[src/rtl/dengine_frame_tx.sv]
// Framed 32-bit stream transmitter: a word FIFO is drained as frames of a commanded length.
// The last beat is flagged, completed frames are counted, and mid-frame starvation is recorded as a sticky underrun.
module dengine_frame_tx #(
  parameter int AWIDTH = 4,
  parameter int DEPTH  = 16,
  parameter int LWIDTH = 16
) (
  input  logic              clk,
  input  logic              rstf,
  input  logic [31:0]       wr_data,
  input  logic              wr_valid,
  output logic              wr_ready,
  input  logic [LWIDTH-1:0] cfg_len,
  input  logic              cfg_valid,
  output logic              cfg_ready,
  output logic [31:0]       o_data,
  output logic              o_last,
  output logic              o_valid,
  input  logic              i_ready,
  input  logic              clear_flags,
  output logic              busy,
  output logic              underrun,
  output logic [LWIDTH-1:0] frames_sent,
  output logic [AWIDTH:0]   fifo_count
);

  typedef enum logic {
    S_IDLE = 1'b0,
    S_SEND = 1'b1
  } state_t;

  localparam logic [AWIDTH:0]   L_FULL     = (AWIDTH + 1)'(DEPTH);
  localparam logic [AWIDTH:0]   L_CNT_ONE  = (AWIDTH + 1)'(1);
  localparam logic [AWIDTH-1:0] L_PTR_ONE  = AWIDTH'(1);
  localparam logic [LWIDTH-1:0] L_LEN_ONE  = LWIDTH'(1);

  state_t            r_state;
  state_t            w_state_nxt;
  logic [31:0]       r_mem [DEPTH];
  logic [AWIDTH-1:0] r_wr_ptr;
  logic [AWIDTH-1:0] r_rd_ptr;
  logic [AWIDTH:0]   r_count;
  logic [LWIDTH-1:0] r_len;
  logic [LWIDTH-1:0] r_beat;
  logic [LWIDTH-1:0] r_frames;
  logic              r_underrun;

  logic w_push;
  logic w_pop;
  logic w_load;
  logic w_done;
  logic w_starve;

  assign wr_ready    = (r_count != L_FULL);
  assign cfg_ready   = (r_state == S_IDLE);
  assign busy        = (r_state == S_SEND);
  assign o_valid     = (r_state == S_SEND) && (r_count != '0);
  assign o_data      = o_valid ? r_mem[r_rd_ptr] : '0;
  assign o_last      = o_valid && (r_beat == (r_len - L_LEN_ONE));
  assign underrun    = r_underrun;
  assign frames_sent = r_frames;
  assign fifo_count  = r_count;

  assign w_push   = wr_valid && wr_ready;
  assign w_pop    = o_valid && i_ready;
  assign w_starve = (r_state == S_SEND) && (r_count == '0) && (r_beat != '0);

  always_comb begin
    // NOTE: every signal driven here gets a default first, so no path leaves it unassigned (no latch).
    w_state_nxt = r_state;
    w_load      = 1'b0;
    w_done      = 1'b0;
    unique case (r_state)
      S_IDLE: begin
        if (cfg_valid && (cfg_len != '0)) begin
          w_state_nxt = S_SEND;
          w_load      = 1'b1;
        end
      end
      S_SEND: begin
        if (w_pop && o_last) begin
          w_state_nxt = S_IDLE;
          w_done      = 1'b1;
        end
      end
      default: w_state_nxt = S_IDLE;
    endcase
  end

  always_ff @(posedge clk or negedge rstf) begin
    if (!rstf) begin
      r_state <= S_IDLE;
    end else begin
      r_state <= w_state_nxt;
    end
  end

  // NOTE: the storage array has no reset; pointers and count alone define which entries are valid.
  always_ff @(posedge clk) begin
    if (w_push) begin
      r_mem[r_wr_ptr] <= wr_data;
    end
  end

  always_ff @(posedge clk or negedge rstf) begin
    if (!rstf) begin
      r_wr_ptr <= '0;
      r_rd_ptr <= '0;
      r_count  <= '0;
    end else begin
      if (w_push) begin
        r_wr_ptr <= r_wr_ptr + L_PTR_ONE;
      end
      if (w_pop) begin
        r_rd_ptr <= r_rd_ptr + L_PTR_ONE;
      end
      unique case ({w_push, w_pop})
        2'b10:   r_count <= r_count + L_CNT_ONE;
        2'b01:   r_count <= r_count - L_CNT_ONE;
        default: r_count <= r_count;
      endcase
    end
  end

  always_ff @(posedge clk or negedge rstf) begin
    if (!rstf) begin
      r_len  <= '0;
      r_beat <= '0;
    end else begin
      if (w_load) begin
        r_len  <= cfg_len;
        r_beat <= '0;
      end else if (w_pop) begin
        r_beat <= r_beat + L_LEN_ONE;
      end
    end
  end

  // Clear has priority over a coincident frame completion or starvation.
  always_ff @(posedge clk or negedge rstf) begin
    if (!rstf) begin
      r_frames   <= '0;
      r_underrun <= 1'b0;
    end else begin
      if (clear_flags) begin
        r_frames <= '0;
      end else if (w_done) begin
        r_frames <= r_frames + L_LEN_ONE;
      end
      if (clear_flags) begin
        r_underrun <= 1'b0;
      end else if (w_starve) begin
        r_underrun <= 1'b1;
      end
    end
  end

endmodule

[config.mk]
export PLATFORM = sky130hd
export DESIGN_NAME = dengine_frame_tx
export DESIGN_NICKNAME = d
export VERILOG_FILES = /design/src/rtl/dengine_frame_tx.sv
export SDC_FILE = /design/constraint.sdc
export NUM_CORES = 1
export LEC_CHECK = 0
export ABC_AREA = 1
export CORE_MARGIN = 2
export CORE_UTILIZATION = 50
export CTS_BUF_LIST = sky130_fd_sc_hd__clkbuf_16
export DETAILED_ROUTE_END_ITERATION = 10
export DONT_BUFFER_PORTS = 1
export GPL_ROUTABILITY_DRIVEN = 0
export GPL_TIMING_DRIVEN = 0
export HOLD_SLACK_MARGIN = 0.12
export PLACE_DENSITY = 0.63
export SKIP_LAST_GASP = 1
export SYNTH_ARGS = -nofsm -noshare
export SYNTH_HDL_FRONTEND = slang
export SYNTH_SLANG_ARGS = --single-unit
[constraint.sdc]
create_clock -name clk -period 3.7 [get_ports clk]
set_clock_uncertainty 0.05 [all_clocks]
set_input_delay 0.74 -clock clk [delete_from_list [all_inputs] [get_ports clk]]
set_output_delay 0.74 -clock clk [all_outputs]
set_load 0.05 [all_outputs]
Yosys cells after proc, flatten, opt, wreduce, memory -nomap -nowiden:

Memory sizes are Yosys's and may differ from the RTL's.
Index checks and enable logic that the tools add are counted.

* flip-flop bits (word level): 63
* memory bits (writable): 512
* output and inout port bits: 59
* memories: 1

* $add $sub $neg: 7
* equal/unequal tests: 4
* muxes and demuxes: 16
* bitwise operators: 1
* reductions and logical operators: 16

Memories
* r_mem: depth 16, width 32, rd ports 1, clocked after memory_dff 0, write ports 1, line 39 `logic [31:0] r_mem [DEPTH];`

Operator list (count)
* 16-bit 2-to-1 mux: 4
* 16-bit by 1-bit adder with 16-bit output, second input constant: 2
* 32-bit 2-to-1 mux: 1
* 16-bit nonzero test: 2
* 16-bit == test: 1
* 16-bit by 1-bit subtractor with 16-bit output, second input constant: 1
* 5-bit case mux with 2 select lines: 1
* 1-bit 2-to-1 mux: 9
* 4-bit by 1-bit adder with 4-bit output, second input constant: 2
* 1-bit logical AND: 8
* 2-bit nonzero test: 4
* 5-bit by 1-bit adder with 5-bit output, second input constant: 1
* 5-bit logical NOT: 1
* 5-bit != test, second input constant: 1
* 5-bit nonzero test: 1
* 5-bit by 1-bit subtractor with 5-bit output, second input constant: 1
* 2-bit by 1-bit == test with 1-bit output, second input constant: 1
* 2-bit == test, second input constant: 1
* 1-bit case mux with 2 select lines: 1
* 1-bit NOT: 1

Depth between registers and ports, before layout:

* depth after elaboration: 8
* gate-level depth with buffers: 15
* mapped depth without buffers: 14

Worst setup path after synthesis:

No wires, ideal clock.

* path kind: register to register
* start point: register r_count[0] (netlist: fifo_count[0])
* end point: memory r_mem[11][0] (enable)
* setup time: 0.421 ns
* arrival: 3.184 ns
* required time: 3.229 ns
* setup slack: 0.045 ns
* stages on the path, launching flop included: 7
* period minus slack after synthesis: 3.655 ns
* cells stage by stage: dfrtp_1 > inv_1 > nand4_1 > nand2_1 > inv_1 > nand2_1 > nor2_1

* longest elaborated chain between the ends: 4

RTL lines
* start: declaration: line 42 `logic [AWIDTH:0] r_count;`
* start signal: assignment: line 118 `2'b10: r_count <= r_count + L_CNT_ONE;`
* start signal: assignment: line 119 `2'b01: r_count <= r_count - L_CNT_ONE;`
* start signal: assignment: line 120 `default: r_count <= r_count;`
* 5-bit != test: line 54 `assign wr_ready = (r_count != L_FULL);`
* net wr_ready: line 12 `output logic wr_ready,`
* 1-bit logical AND: line 64 `assign w_push = wr_valid && wr_ready;`
* 1-bit 2-to-1 mux: line 100 `if (w_push) begin`
* 1-bit 2-to-1 mux (implied by the code): line 101 `r_mem[r_wr_ptr] <= wr_data;`
* end: declaration: line 39

The timed path passes the listed nets, and every way through them passes these cells.

Final worst setup path:

* start point: register r_rd_ptr[2]
* end point: output port o_data[13]

* longest elaborated chain between the ends: 2

RTL lines
* start: declaration: line 41 `logic [AWIDTH-1:0] r_rd_ptr;`
* start signal: assignment: line 115 `r_rd_ptr <= r_rd_ptr + L_PTR_ONE;`
* memory read 16 x 32 bit
* 32-bit 2-to-1 mux: line 58 `assign o_data = o_valid ? r_mem[r_rd_ptr] : '0;`
* end: declaration: line 16 `output logic [31:0] o_data,`

Every way passes these cells.

==> results.rst <==
.. list-table::
   :header-rows: 1

   * - Metric
     - Value
   * - Status
     - finished, final reports clean
   * - Area Overhead vs Synth
     - 16.9%
   * - Number of CTS-inserted buffers
     - 58
   * - Clk Latency, worst-skew pair
     - 620 ps
   * - Number of sinks driven by the clock tree
     - 575
   * - Pin count of the biggest net entering global routing
     - 64
   * - Vias in the first global route
     - 16200
   * - Max-slew violations
     - 0
   * - Area of the mapped netlist
     - 24700 um^2
   * - Main area contributors after synthesis
     - edfxtp_1 (62%), dfrtp_1 (6.4%), o21ai_0 (5.7%)
   * - CTS H-tree lvls
     - 2
   * - Worst slew pin tran
     - 825 ps
   * - Final setup violation count
     - 0
   * - Crit path arrival time
     - 2870 ps
   * - Synth Net Count
     - 2115
   * - Maximum clock rate
     - 0.273 GHz
   * - Startpoint-to-endpoint class of the critical path
     - flop to output port
   * - Chip Height
     - 226 um
   * - Share of the synthesized area in the top cell type
     - 0.623
   * - Die span in x
     - 226 um
   * - Die Footprint
     - 51200 um^2
   * - Slew Limit Headroom
     - 0.450
   * - Routed wire length on met3
     - 5.00 mm
   * - Worst path required time
     - 2910 ps
   * - Via/cell ratio
     - 5.78
   * - Critical Path Sink Type
     - output port
   * - Flip-flop and latch count after synthesis
     - 575
   * - Unique cell type count in the Yosys netlist
     - 38
   * - Row Count
     - 81
   * - Max incr delay on CP
     - 600 ps
   * - Worst-path fanout max
     - 10
   * - Top routing layer in use
     - met4
   * - First-pass GRT wire length
     - 99.4 mm
   * - Post-route DRC violation count
     - 0
   * - Critical Path, Cell by Cell
     - clkbuf_1, buf_1, nand2_1, a31oi_4
   * - Half-perimeter wire length after placement
     - 42.9 mm
   * - Power per cell area
     - 846 nW/um^2
   * - Post-Syn Instances
     - 2047
   * - Count of synthesis-stage warnings from yosys
     - 0
   * - Antenna violations before repair
     - 0
   * - Sequential fraction of the synthesis area
     - 0.687
   * - Setup Buffers After CTS
     - 0
   * - Router iterations before antenna repair
     - 7
   * - Filler Cells Inserted
     - 3844
   * - Clock tree from TritonCTS
     - built
   * - Clock root cell
     - clkbuf_16
   * - Fraction of layout instances using a drive strength above 1
     - 0.114
   * - Final Hold Fails
     - 0
   * - Setup repair after global routing missed its margin
     - true
   * - Clock-pin slew of the registers on the worst-case setup and hold paths
     - 60 ps
   * - Number of max-capacitance violations reported
     - 0
   * - DR iter-0 viols
     - 1720
   * - Overall power of the completed layout
     - 24.4 mW
   * - Total Routing Usage GR
     - 0.262
   * - Total routed wire length on the met1 layer
     - 27.5 mm
   * - Fin crit share
     - 0.989
   * - Routed length on met2
     - 32.1 mm
   * - Post-route setup TNS
     - 0 ps
   * - Shortest clock period the worst path allows after layout
     - 3660 ps
   * - Mean cell area of the mapped netlist
     - 12.1 um^2
   * - Worst hold path class
     - input pin to flop
   * - Total vias in the final route
     - 16400
   * - Area of the core
     - 48800 um^2
   * - Antenna diode count
     - 0
   * - Final WL
     - 66.1 mm
   * - Startpoint type of the worst setup path
     - flop
   * - Sequential cell area
     - 17000 um^2
   * - Routed length per placed instance
     - 23.3 um
   * - Port Buf Inserts
     - 0
   * - Effective utilization at floorplan
     - 0.505
   * - Largest buffer count on any clock path
     - 3
   * - Worst IR Drop VDD
     - 529 uV
   * - Master of the slowest instance on the critical path
     - buf_1
   * - ANT nets after route
     - 0
   * - Io pins
     - 113
   * - Number of nets in the layout
     - 2193
   * - Post-synth top area cell
     - edfxtp_1
   * - Remaining global-route overflow
     - 0
   * - Leak pwr
     - 10.9 nW
   * - Area of the multi-input gates
     - 7090 um^2
[cell usage in the layout (no fill, tap or decap), types with 11 or more instances in the layout]
cell / instances
ha_1: 13
clkbuf_16: 58
o21ai_0: 272
mux2i_1: 128
o21ai_1: 12
xor2_1: 30
buf_1: 11
buf_6: 14
dfrtp_1: 56
a31oi_4: 32
nand3_1: 50
nor2_1: 53
nand4_1: 34
o211ai_1: 32
edfxtp_1: 512
nor2_4: 23
a21oi_1: 141
inv_1: 215
bufinv_16: 15
clkbuf_1: 33
nor4_1: 11
clkbuf_2: 17
nand2_1: 288
[synthesized netlist by cell type]
| master | n |
|---|---|
| a211o_1 | 1 |
| a211oi_1 | 1 |
| a21oi_1 | 141 |
| a31oi_1 | 35 |
| a41oi_1 | 1 |
| buf_1 | 16 |
| buf_2 | 21 |
| buf_4 | 5 |
| buf_6 | 2 |
| clkbuf_1 | 63 |
| clkbuf_4 | 1 |
| clkinv_1 | 2 |
| dfrtp_1 | 63 |
| edfxtp_1 | 512 |
| fa_1 | 1 |
| ha_1 | 13 |
| inv_1 | 206 |
| inv_2 | 2 |
| mux2i_1 | 128 |
| nand2_1 | 291 |
| nand2_2 | 1 |
| nand2_4 | 1 |
| nand3_1 | 50 |
| nand3_2 | 1 |
| nand3b_1 | 3 |
| nand4_1 | 34 |
| nor2_1 | 70 |
| nor2_2 | 2 |
| nor2_4 | 6 |
| nor3_1 | 8 |
| nor3_2 | 2 |
| nor4_1 | 11 |
| o211ai_1 | 32 |
| o21ai_0 | 282 |
| o21ai_1 | 2 |
| or2_2 | 1 |
| xnor2_1 | 6 |
| xor2_1 | 30 |
[critical path, delay by kind of cell (launching register included)]
family          cells  cell delay (ps)
compound gates      1              470
flops               1              420
simple gates        1              230
buf+inv             2             1100
[per-layer routing]
layer	up-vias	GRT usage
met5	-	0
met1	8147	0.356
met4	0	0.0749
met3	95	0.0462
li1	7482	-
met2	669	0.436
[registers in the layout (all words and copies together) (netlist names)]
signal,count
r_mem,512
frames_sent,16
r_beat,16
r_len,16
fifo_count,5
r_rd_ptr,4
r_wr_ptr,4
busy,1
underrun,1
[path summary, 6_finish.rpt]
check,startpoint,endpoint,slack (ps),cells past startpoint
setup / recovery,r_rd_ptr[2]$_DFFE_PN0P_,o_data[13],40,4
hold / removal,wr_data[19],r_mem[8][19]$_DFFE_PP_,150,0
setup reg to reg,fifo_count[0]$_DFFE_PN0P_,r_mem[14][5]$_DFFE_PP_,310,7
hold reg to reg,r_len[15]$_DFFE_PN0P_,r_len[15]$_DFFE_PN0P_,480,2
max in group asynchronous,rstf,busy$_DFF_PN0_,2690,2
min in group asynchronous,rstf,r_len[10]$_DFFE_PN0P_,590,2
[stage by stage]
| stage | std cells | instance area [um^2] | setup WS [ps] | hold slack (ps) | util |
|---|---|---|---|---|---|
| floorplan | 2047 | 24700 | 44.9 | 394 | - |
| global placement | 2711 | 25500 | -1890 | 396 | 0.522 |
| detailed placement | 2727 | 26000 | -701 | 396 | 0.532 |
| CTS | 2839 | 28800 | 3.47 | 130 | 0.589 |
| global route | 2838 | 28900 | -96.6 | 139 | 0.591 |
| finish | 2838 | 28900 | 40.4 | 155 | 0.591 |
[what timing repair did]
action,CTS,global route
gates resized for setup,137,49
endpoints found under the setup margin,35,34
pin swaps,10,5
endpoints found under the hold margin,64,0
hold buffers,3,0
[cell families after synthesis]
logic type	count (synthesis)	share of synthesized area
xor+xnor	36	0.0128
simple gates	481	0.0844
compound gates	495	0.106
flops	575	0.687
buf+inv	318	0.0509
fa+ha+maj	14	0.00740
mux	128	0.0519
[report_power, final]
group	total, mW	internal [mW]	switching [mW]
clock network	6.43	3.91	2.52
logic	9.71	2.72	6.99
registers	8.27	7.82	0.445
[final cells by class]
cell class / count / share of cell area
well taps: 664 / 0.0288
clock buffers: 58 / 0.0503
multi-input cells: 1154 / 0.246
clock inverters: 51 / 0.0226
plain buffers: 107 / 0.0231
flip-flops and latches: 575 / 0.588
repair buffers: 19 / 0.0143
inverters: 210 / 0.0275
Power figures use the tool's default switching activity.
